`config.mk`:
```
export PLATFORM = sky130hd
export DESIGN_NAME = multicycle_control
export DESIGN_NICKNAME = d
export VERILOG_FILES = /design/src/rtl/multicycle_control.sv
export SDC_FILE = /design/constraint.sdc
export NUM_CORES = 1
export LEC_CHECK = 0
export BUFFER_PORTS_ARGS = -buffer_cell sky130_fd_sc_hd__buf_2
export CORE_MARGIN = 2
export CORE_UTILIZATION = 35
export CTS_BUF_LIST = sky130_fd_sc_hd__clkbuf_8
export DETAILED_ROUTE_END_ITERATION = 12
export PLACE_DENSITY_LB_ADDON = 0.15
export SYNTH_ARGS = -nofsm -noshare
export SYNTH_HDL_FRONTEND = slang
export SYNTH_SLANG_ARGS = --single-unit
```
`constraint.sdc`:
```
create_clock -name clk -period 2.5 [get_ports clk]
set_input_delay 0.5 -clock clk [delete_from_list [all_inputs] [get_ports clk]]
set_output_delay 0.5 -clock clk [all_outputs]
set_load 0.1 [all_outputs]
```
`src/rtl/multicycle_control.sv`:
```
// Multicycle MIPS-subset control FSM: fetch/decode/exec/mem/wb/branch.
// Ports: clk, rst (sync, active-high), op/fun instruction fields,
//   equal/sign ALU flags, mem_ready handshake; outputs are datapath
//   enables/selects, ALUctr, illegal pulse and current state.
module multicycle_control (
   input  logic       clk,
   input  logic       rst,
   input  logic [5:0] op,
   input  logic [5:0] fun,
   input  logic       equal,
   input  logic       sign,
   input  logic       mem_ready,
   output logic       mem_req,
   output logic       IRWr,
   output logic       PCWr,
   output logic       nPC_sel,
   output logic       RegWr,
   output logic       RegDst,
   output logic       ExtOp,
   output logic       ALUSrc,
   output logic       MemWr,
   output logic       MemtoReg,
   output logic [2:0] ALUctr,
   output logic       illegal,
   output logic [2:0] state
);

   typedef enum logic [2:0] {
      S_FETCH  = 3'd0,
      S_DECODE = 3'd1,
      S_EXEC   = 3'd2,
      S_MEM    = 3'd3,
      S_WB     = 3'd4,
      S_BRANCH = 3'd5
   } state_t;

   typedef enum logic [2:0] {
      C_ILL  = 3'd0,
      C_R    = 3'd1,
      C_ADDI = 3'd2,
      C_LW   = 3'd3,
      C_SW   = 3'd4,
      C_BEQ  = 3'd5,
      C_BNE  = 3'd6,
      C_BGTZ = 3'd7
   } cls_t;

   state_t     cur;
   cls_t       cls;
   logic [2:0] alu;
   cls_t       dec_cls;
   logic [2:0] dec_alu;
   logic       taken;

   // Instruction classification, only latched during DECODE
   always_comb begin
      dec_cls = C_ILL;
      dec_alu = 3'd0;
      case (op)
         6'b000000: begin
            dec_cls = C_R;
            case (fun)
               6'b100000: dec_alu = 3'd2;
               6'b100001: dec_alu = 3'd4;
               6'b100010: dec_alu = 3'd6;
               6'b100011: dec_alu = 3'd6;
               6'b100100: dec_alu = 3'd0;
               6'b100101: dec_alu = 3'd1;
               6'b000000: dec_alu = 3'd5;
               6'b101010: dec_alu = 3'd3;
               6'b101011: dec_alu = 3'd7;
               default:   dec_cls = C_ILL;
            endcase
         end
         6'b001000: begin dec_cls = C_ADDI; dec_alu = 3'd2; end
         6'b100011: begin dec_cls = C_LW;   dec_alu = 3'd4; end
         6'b101011: begin dec_cls = C_SW;   dec_alu = 3'd4; end
         6'b000100: begin dec_cls = C_BEQ;  dec_alu = 3'd6; end
         6'b000101: begin dec_cls = C_BNE;  dec_alu = 3'd6; end
         6'b000111: begin dec_cls = C_BGTZ; dec_alu = 3'd6; end
         default:   dec_cls = C_ILL;
      endcase
   end

   always_ff @(posedge clk) begin
      if (rst) begin
         cur <= S_FETCH;
         cls <= C_ILL;
         alu <= 3'd0;
      end else begin
         case (cur)
            S_FETCH:
               if (mem_ready) cur <= S_DECODE;
            S_DECODE: begin
               cls <= dec_cls;
               alu <= dec_alu;
               case (dec_cls)
                  C_ILL:               cur <= S_FETCH;
                  C_BEQ, C_BNE, C_BGTZ: cur <= S_BRANCH;
                  default:             cur <= S_EXEC;
               endcase
            end
            S_EXEC:
               if (cls == C_LW || cls == C_SW) cur <= S_MEM;
               else                            cur <= S_WB;
            S_MEM:
               if (mem_ready) begin
                  if (cls == C_SW) cur <= S_FETCH;
                  else             cur <= S_WB;
               end
            S_WB:     cur <= S_FETCH;
            S_BRANCH: cur <= S_FETCH;
            default:  cur <= S_FETCH;
         endcase
      end
   end

   // bgtz compares rs against zero: taken when neither zero nor negative
   always_comb begin
      case (cls)
         C_BEQ:   taken = equal;
         C_BNE:   taken = ~equal;
         C_BGTZ:  taken = ~equal & ~sign;
         default: taken = 1'b0;
      endcase
   end

   always_comb begin
      mem_req  = 1'b0;
      IRWr     = 1'b0;
      PCWr     = 1'b0;
      nPC_sel  = 1'b0;
      RegWr    = 1'b0;
      RegDst   = 1'b0;
      ExtOp    = 1'b0;
      ALUSrc   = 1'b0;
      MemWr    = 1'b0;
      MemtoReg = 1'b0;
      ALUctr   = 3'd0;
      illegal  = 1'b0;
      case (cur)
         S_FETCH: begin
            mem_req = 1'b1;
            IRWr    = mem_ready;
            PCWr    = mem_ready;
         end
         S_DECODE:
            illegal = (dec_cls == C_ILL);
         S_EXEC: begin
            ALUctr = alu;
            if (cls == C_R) begin
               RegDst = 1'b1;
            end else begin
               ALUSrc = 1'b1;
               ExtOp  = 1'b1;
            end
         end
         S_MEM: begin
            mem_req = 1'b1;
            MemWr   = (cls == C_SW);
         end
         S_WB: begin
            RegWr    = 1'b1;
            MemtoReg = (cls == C_LW);
            RegDst   = (cls == C_R);
         end
         S_BRANCH: begin
            ALUctr  = 3'd6;
            PCWr    = taken;
            nPC_sel = taken;
         end
         default: ;
      endcase
   end

   assign state = cur;

endmodule

```
==> results of run 1 <==
==> Yosys cell counts, types with 3 or more instances <==
library cell / instances
nand2_1: 8
nor2b_1: 3
inv_1: 3
nand2b_1: 5
nor3b_1: 6
clkbuf_1: 4
nor3_1: 5
a21oi_1: 8
a32o_1: 3
nor2_1: 20
nand3_1: 3
dfxtp_1: 9
o21ai_1: 5
o21bai_1: 3
o21ai_0: 6
==> cell families after synthesis <==
family,count (synthesis),synth area share [%]
AOI/OAI and AO/OA,41,32.0
xor gates and xnor gates,2,1.93
buffers and inverters,11,6.05
adders and majority gates,1,1.10
DFF,9,19.8
and+or+nand+nor,63,39.1
==> power by group <==
part / total [mW] / switching, mW / internal [mW]
registers: 0.162 / 0.0144 / 0.148
clock network: 0.162 / 0.0555 / 0.107
logic: 0.220 / 0.153 / 0.0675
==> state kept, by name, indices dropped and copies added, names as in the netlist <==
| signal | flops |
|---|---|
| state | 3 |
| cls | 3 |
| alu | 3 |
==> final cells by class <==
| type | count | share of cell area, % |
|---|---|---|
| well taps | 30 | 3.02 |
| multi-input cells | 107 | 59.6 |
| repair buffers | 38 | 17.5 |
| flip-flops and latches | 9 | 15.4 |
| inverters | 3 | 0.905 |
| clock inverters | 1 | 0.302 |
| clock buffers | 3 | 3.32 |
==> per-layer routing <==
metal | up-vias | track usage (%) | share of wire [%]
met5 | - | 0 | 0
met4 | 0 | 2.44 | 0
met3 | 0 | 4.84 | 3.8
met2 | 16 | 28.6 | 47
met1 | 494 | 24.5 | 49
li1 | 538 | - | -
==> through the flow <==
stage,worst slack [ps],setup TNS (ps),util [%],instances,area (sq um)
after floorplan,-246,-683,-,127,1010
after global placement,51.4,0,48.4,187,1200
after detailed placement,33.7,0,48.4,187,1200
after CTS,31.8,0,50.3,191,1240
after global routing,5.88,0,50.3,191,1240
final,60.1,0,50.3,191,1240
==> critical path, delay by kind of cell <==
kind                   cells  cell delay, ps
AO/OA/AOI/OAI              3             630
AND/OR/NAND/NOR            2             490
buffers and inverters      2             310
==> how the worst max path moves through the flow <==
stage | to | slack (ps) | depth (start not counted)
after floorplan | PCWr | -250 | 3
after global placement | illegal | 50 | 7
after detailed placement | illegal | 30 | 7
after CTS | illegal | 30 | 7
after global routing | illegal | 6 | 7
final | illegal | 60 | 7
==> flow_metrics.env, run 1 <==
export IMPL_die_h_um=55.0
export IMPL_syn_area_sq_um=910
export IMPL_grtUsageTotal_pct=17.9
export IMPL_crit_path_end_kind="primary output"
export IMPL_antenna_cells=0
export IMPL_dp_hpwl_mm=1.96
export IMPL_cts_tree="built"
export IMPL_detailedRoute_firstIterationViolations=20
export IMPL_ys_top_cells_by_area="dfxtp_1 (20%), nor2_1 (8.3%), nor3b_1 (5.0%), a21oi_1 (4.4%), nand2b_1 (3.4%)"
export IMPL_numCtsBuffers=3
export IMPL_rsz0062_at_grt="false"
export IMPL_setup_violations=0
export IMPL_antenna_found_initial=0
export IMPL_cp_max_fo=6
export IMPL_drive_gt1_share_pct=36.0
export IMPL_cap_violations=0
export IMPL_htree_levels=1
export IMPL_layout_nets=179
export IMPL_area_growth_synth_to_final_pct=36.9
export IMPL_crit_chain="buf_2 -> o21bai_1 -> a32o_1 -> a22o_4 -> or3_4 -> nor2_4 -> buf_12"
export IMPL_yosys_warnings=0
export IMPL_hold_class="flop to flop"
export IMPL_grt_pass1_wl_mm=3.95
export IMPL_power_leakage_nw=0.535
export IMPL_tightest_slew_ps=677
export IMPL_gp_congestion=0.830
export IMPL_postCtsSetupRepairBufs=0
export IMPL_start_kind="input pin"
export IMPL_async_flop_share_pct=0
export IMPL_fmax_mhz=410
export IMPL_synth_top_area_share_pct=19.8
export IMPL_yosys_area_top_type="dfxtp_1"
export IMPL_synth_edf_count=0
export IMPL_finalPower_uw=544
export IMPL_critPathArrivalTime_ps=1940
export IMPL_powerDensity_mw_per_mm2=437
export IMPL_r2r_start="state[0]"
export IMPL_seqCellArea_sq_um=191
export IMPL_r2r_cells=4
export IMPL_hold_depth=2
export IMPL_n_fill_cell=258
export IMPL_drt_wirelength_per_cell_um=12.8
export IMPL_port_buffers=33
export IMPL_slew_headroom_pct=54.8
export IMPL_synth_cell_types=46
export IMPL_cts_root_buf="clkbuf_8"
export IMPL_vias=1048
export IMPL_synth_cells=127
export IMPL_final_cell_mix="buf_2 (32), nor2_1 (17), nand2_1 (8), a21oi_1 (8)"
export IMPL_clock_latency_ps=230
export IMPL_rows=18
export IMPL_slew_viol_final=0
export IMPL_cpPeakStageDelay_ps=380
export IMPL_hold_viol=0
export IMPL_synth_seq_cells=9
export IMPL_io_pins=34
export IMPL_avgSynthCellArea_sq_um=7.16
export IMPL_r2r_end="alu[1]"
export IMPL_multiInputGateArea_sq_um=742
export IMPL_via_per_inst=5.49
export IMPL_cts_resized=0
export IMPL_wirelength_mm=2.45
export IMPL_yosysSeqAreaShare_pct=19.8
export IMPL_min_period_ps=2440
export IMPL_synthFlopType="dfxtp_1"
export IMPL_skew_ps=1.33
export IMPL_first_pass_iters=4
export IMPL_clkSinkCount=9
export IMPL_critPathLaunch="fun[5]"
export IMPL_whs_ps=454
export IMPL_status="finished clean"
export IMPL_cts_buffer_depth=2
export IMPL_initial_core_util_pct=36.7
export IMPL_final_common_cell="buf_2"
export IMPL_drc=0
export IMPL_holdPathEnd="alu[0]"
export IMPL_ant_nets=0
export IMPL_ir_drop_mv=0.306
export IMPL_crit_type="input pin to primary output"
export IMPL_rrSetupSlack_ps=670
export IMPL_syn_nets=144
export IMPL_critPathSlowestCell="or3_4"
export IMPL_die_area_sq_mm=0.00302
export IMPL_grt_pass1_vias=899
export IMPL_fin_crit_sh_pct=97.6
export IMPL_grt_max_degree=15
export IMPL_cts_clk_slew_worst_paths_ps=40
export IMPL_hold_buffers=0
export IMPL_hold_start="alu[0]"
export IMPL_gr_total_overflow=0
export IMPL_required_ps=2000
export IMPL_core_area_sq_mm=0.00248
export IMPL_die_x_um=55.0
(Power assumes the default switching activity.)
==> run 2, diff against run 1 <==
ABC_AREA = 1   (was not set)
==> flow_metrics.env, run 2 <==
export IMPL_die_area_sq_mm=0.00278
export IMPL_critPathArrivalTime_ps=1660
export IMPL_die_x_um=52.7
export IMPL_postCtsSetupRepairBufs=0
export IMPL_rows=17
export IMPL_syn_area_sq_um=831
export IMPL_layout_nets=196
export IMPL_core_area_sq_mm=0.00223
export IMPL_hold_buffers=0
export IMPL_grtUsageTotal_pct=17.1
export IMPL_htree_levels=1
export IMPL_antenna_cells=0
export IMPL_crit_path_end_kind="primary output"
export IMPL_ys_top_cells_by_area="dfxtp_1 (22%), nand2_1 (13%), inv_1 (10%), nand3_1 (10%), nor2_1 (9.0%)"
export IMPL_vias=949
export IMPL_yosys_area_top_type="dfxtp_1"
export IMPL_skew_ps=3.64
export IMPL_netlist_top_cells_count="nand2_1 (28), inv_1 (23), nor2_1 (20)"
export IMPL_clock_latency_ps=230
export IMPL_synth_cells=142
export IMPL_gp_congestion=0.893
export IMPL_die_h_um=52.7
export IMPL_first_pass_iters=4
export IMPL_grt_pass1_vias=883
export IMPL_drive_gt1_share_pct=38.2
export IMPL_drc=0
export IMPL_numCtsBuffers=3
export IMPL_setup_violations=0
export IMPL_tightest_slew_ps=494
export IMPL_place_ws_ps=418
export IMPL_yosys_warnings=0
export IMPL_power_leakage_nw=0.614
export IMPL_place_area_sq_mm=0.00108
export IMPL_yosysMostFrequentCell="nand2_1"
export IMPL_via_per_inst=4.61
export IMPL_ir_drop_mv=0.421
export IMPL_wirelength_mm=1.99
export IMPL_synth_seq_cells=9
export IMPL_ant_nets=0
export IMPL_port_buffers=33
export IMPL_slew_viol_final=0
export IMPL_final_common_cell="buf_2"
export IMPL_cts_tree="built"
export IMPL_crit_type="flop to primary output"
export IMPL_layout_setup_ws_ps=337
export IMPL_initial_core_util_pct=37.2
export IMPL_area_growth_synth_to_final_pct=34.9
export IMPL_cp_max_fo=5
export IMPL_synthFlopType="dfxtp_1"
export IMPL_n_fill_cell=243
export IMPL_grt_pass1_wl_mm=3.53
export IMPL_fmax_mhz=462
export IMPL_clkSinkCount=9
export IMPL_powerDensity_mw_per_mm2=448
export IMPL_cts_clk_slew_worst_paths_ps=40
export IMPL_gr_total_overflow=0
export IMPL_async_flop_share_pct=0
export IMPL_slew_headroom_pct=67.3
export IMPL_cap_violations=0
export IMPL_rrSetupSlack_ps=1200
export IMPL_synth_edf_count=0
export IMPL_cts_buffer_depth=2
export IMPL_antenna_found_initial=0
export IMPL_start_kind="flop"
export IMPL_grt_max_degree=12
export IMPL_required_ps=2000
export IMPL_fin_crit_sh_pct=86.5
export IMPL_final_cell_mix="buf_2 (32), nand2_1 (28), inv_1 (24), nand3_1 (17), nor2_1 (14)"
export IMPL_status="finished clean"
export IMPL_syn_nets=159
export IMPL_fin_area_sq_mm=0.00112
export IMPL_cts_root_buf="clkbuf_8"
export IMPL_cts_resized=0
export IMPL_hold_class="flop to flop"
export IMPL_detailedRoute_firstIterationViolations=13
export IMPL_synth_top_area_share_pct=21.7
export IMPL_min_period_ps=2160
export IMPL_synth_cell_types=24
export IMPL_dp_hpwl_mm=1.70
export IMPL_yosysSeqAreaShare_pct=21.7
export IMPL_seqCellArea_sq_um=184
export IMPL_io_pins=34
export IMPL_avgSynthCellArea_sq_um=5.85
export IMPL_rsz0062_at_grt="false"
export IMPL_drt_wirelength_per_cell_um=9.65
export IMPL_multiInputGateArea_sq_um=556
export IMPL_hold_viol=0
==> run 2: cell types whose count changed after synthesis, sizes merged, moves of 5 or more <==
cell | previous run | this run
nand2 | 8 | 28
nor3b | 6 | 0
clkbuf | 5 | 0
nand2b | 5 | 0
nand3 | 3 | 20
nor2 | 20 | 25
inv | 3 | 29
==> run 2: metal layers <==
| metal | up-vias | wire length, um | GRT usage, % |
|---|---|---|---|
| met4 | 0 | 29 | 7.69 |
| met5 | - | 0 | 0 |
| met2 | 17 | 850 | 25.8 |
| met1 | 404 | 1010 | 23.1 |
| li1 | 524 | - | - |
| met3 | 4 | 97 | 3.43 |
==> run 2: critical path, cell delays in order (launching register included) <==
cell	delay, ps
dfxtp_2	360
inv_1	80
nor3_2	280
inv_1	170
nor2_4	130
buf_2	420
==> run 2: cell type report <==
class	instances	area share, %
multi-input combinational	101	49.6
timing repair buffer	34	16.7
sequential	9	16.4
inverter	30	10.2
clock buffer	3	3.68
tap	28	3.12
clock inverter	1	0.335
==> run 2: logic make-up after synthesis <==
logic type	share of synthesized area, %
buf+inv	15.5
flops	21.7
compound gates	16.7
simple gates	46.1
==> run 2: final timing paths <==
check / start / end / cells past startpoint
worst min register to register: alu[1] / alu[1] / 2
worst max register to register: state[1] / state[2] / 6
worst min-delay path: alu[1] / alu[1] / 2
worst max-delay path: state[1] / ALUSrc / 5
==> run 2: where the power goes <==
part | internal, mW | switching, mW | leakage [nW] | total [mW]
clock | 0.107 | 0.0553 | 0.0269 | 0.162
combinational | 0.0462 | 0.134 | 0.513 | 0.180
sequential | 0.152 | 0.00778 | 0.0746 | 0.160
total | 0.305 | 0.197 | 0.614 | 0.502
==> run 2: metrics by stage <==
step | hold WS [ps] | power [mW] | setup TNS, ps | std cells | util, %
after global placement | 454 | 0.341 | 0 | 202 | 48.2
after detailed placement | 461 | 0.342 | 0 | 202 | 48.2
final | 465 | 0.502 | 0 | 206 | 50.2
after CTS | 468 | 0.507 | 0 | 206 | 50.2
after floorplan | 438 | 0.296 | -404 | 142 | -
after global routing | 484 | 0.528 | 0 | 206 | 50.2
==> run 3, diff against run 2 <==
CELL_PAD_IN_SITES_DETAIL_PLACEMENT = 0   (was not set)
CELL_PAD_IN_SITES_GLOBAL_PLACEMENT = 1   (was not set)
CORE_UTILIZATION = 32   (was 35)
CTS_CLUSTER_DIAMETER = 50   (was not set)
==> flow_metrics.env, run 3 (synthesis gave the netlist of run 2 again) <==
export IMPL_dp_hpwl_mm=1.79
export IMPL_min_period_ps=2180
export IMPL_antenna_cells=0
export IMPL_powerDensity_mw_per_mm2=453
export IMPL_whs_ps=459
export IMPL_layout_nets=197
export IMPL_crit_path_end_kind="primary output"
export IMPL_cp_max_fo=6
export IMPL_gp_congestion=0.841
export IMPL_die_h_um=55.0
export IMPL_tightest_slew_ps=490
export IMPL_first_pass_iters=4
export IMPL_place_area_sq_mm=0.00109
export IMPL_core_area_sq_mm=0.00248
export IMPL_power_leakage_nw=0.619
export IMPL_required_ps=2000
export IMPL_grt_pass1_wl_mm=3.51
export IMPL_wirelength_mm=2.12
export IMPL_critPathArrivalTime_ps=1680
export IMPL_n_fill_cell=268
export IMPL_die_x_um=55.0
export IMPL_drt_wirelength_per_cell_um=10.1
export IMPL_cts_buffer_depth=2
export IMPL_port_buffers=33
export IMPL_r2r_start="state[0]"
export IMPL_fin_util_pct=45.7
export IMPL_slew_viol_final=0
export IMPL_status="finished clean"
export IMPL_initial_core_util_pct=33.5
export IMPL_finalPower_uw=512
export IMPL_gr_total_overflow=0
export IMPL_fmax_mhz=459
export IMPL_htree_levels=1
export IMPL_critPathLaunch="state[2]"
export IMPL_die_area_sq_mm=0.00302
export IMPL_cap_violations=0
export IMPL_hold_depth=2
export IMPL_fin_tns_setup_ps=0
export IMPL_crit_type="flop to primary output"
export IMPL_area_growth_synth_to_final_pct=36.1
export IMPL_rrSetupSlack_ps=1260
export IMPL_cts_clk_slew_worst_paths_ps=50
export IMPL_postCtsSetupRepairBufs=0
export IMPL_grt_max_degree=12
export IMPL_clkSinkCount=9
export IMPL_drive_gt1_share_pct=38.5
export IMPL_numCtsBuffers=3
export IMPL_cts_resized=0
export IMPL_fin_area_sq_mm=0.00113
export IMPL_clock_latency_ps=240
export IMPL_cts_tree="built"
export IMPL_antenna_found_initial=0
export IMPL_cts_root_buf="clkbuf_8"
export IMPL_cpPeakStageDelay_ps=430
export IMPL_dp_cells=205
export IMPL_place_ws_ps=403
export IMPL_hold_viol=0
export IMPL_multiInputGateArea_sq_um=556
export IMPL_io_pins=34
export IMPL_drc=0
export IMPL_vias=977
export IMPL_seqCellArea_sq_um=184
export IMPL_r2r_cells=10
export IMPL_via_per_inst=4.67
export IMPL_cp_endpoint="PCWr"
export IMPL_hold_buffers=0
export IMPL_detailedRoute_firstIterationViolations=19
export IMPL_final_cell_mix="buf_2 (32), nand2_1 (28), inv_1 (24), nand3_1 (17), nor2_1 (14)"
export IMPL_grtUsageTotal_pct=16.3
export IMPL_hold_class="input pin to flop"
export IMPL_rsz0062_at_grt="false"
export IMPL_crit_chain="inv_2 -> nor3_1 -> inv_1 -> nor2_1 -> nand2_1 -> o21ai_2 -> buf_2"
export IMPL_grt_pass1_vias=827
export IMPL_rows=18
export IMPL_final_cell_count_no_fill=209
export IMPL_fin_crit_sh_pct=87.2
export IMPL_slew_headroom_pct=67.6
export IMPL_ir_drop_mv=0.362
export IMPL_setup_violations=0
export IMPL_layout_setup_ws_ps=319
export IMPL_r2r_end="state[2]"
export IMPL_start_kind="flop"
export IMPL_skew_ps=2.69
export IMPL_critPathSlowestCell="buf_2"
export IMPL_ant_nets=0
export IMPL_final_common_cell="buf_2"
-- run 3: worst min-delay path by stage --
stage	endpoint	start
floorplan	alu[0]	alu[0]
global placement	alu[0]	alu[0]
detailed placement	alu[0]	alu[0]
CTS	cls[2]	rst
global route	alu[0]	alu[0]
finish	cls[2]	rst
-- run 3: power by group --
part           total [mW]  leakage [nW]  internal, mW  switching (mW)
Combinational       0.179         0.518        0.0464           0.133
Sequential          0.160        0.0746         0.152         0.00816
Clock               0.173        0.0269         0.108          0.0657
-- run 3: critical path, delay by kind of cell (launching register included) --
family,cells,cell delay (ps)
buffers and inverters,3,610
DFF,1,400
and+or+nand+nor,3,380
AOI/OAI and AO/OA,1,50
-- run 3: metal layers --
layer | wire length (um) | vias to the layer above | part of all wire [%] | global-route usage, %
li1 | - | 533 | - | -
met1 | 1110 | 413 | 52 | 23.4
met2 | 856 | 29 | 40 | 23.8
met3 | 128 | 2 | 6.1 | 2.42
met4 | 23 | 0 | 1.1 | 7.32
met5 | 0 | - | 0 | 0
-- run 3: layout make-up --
type	count	share of cell area [%]
Inverter	30	10.1
Sequential cell	9	16.3
Clock buffer	3	3.65
Clock inverter	1	0.332
Timing Repair Buffer	35	17.3
Tap cell	30	3.32
Multi-Input combinational cell	101	49.1
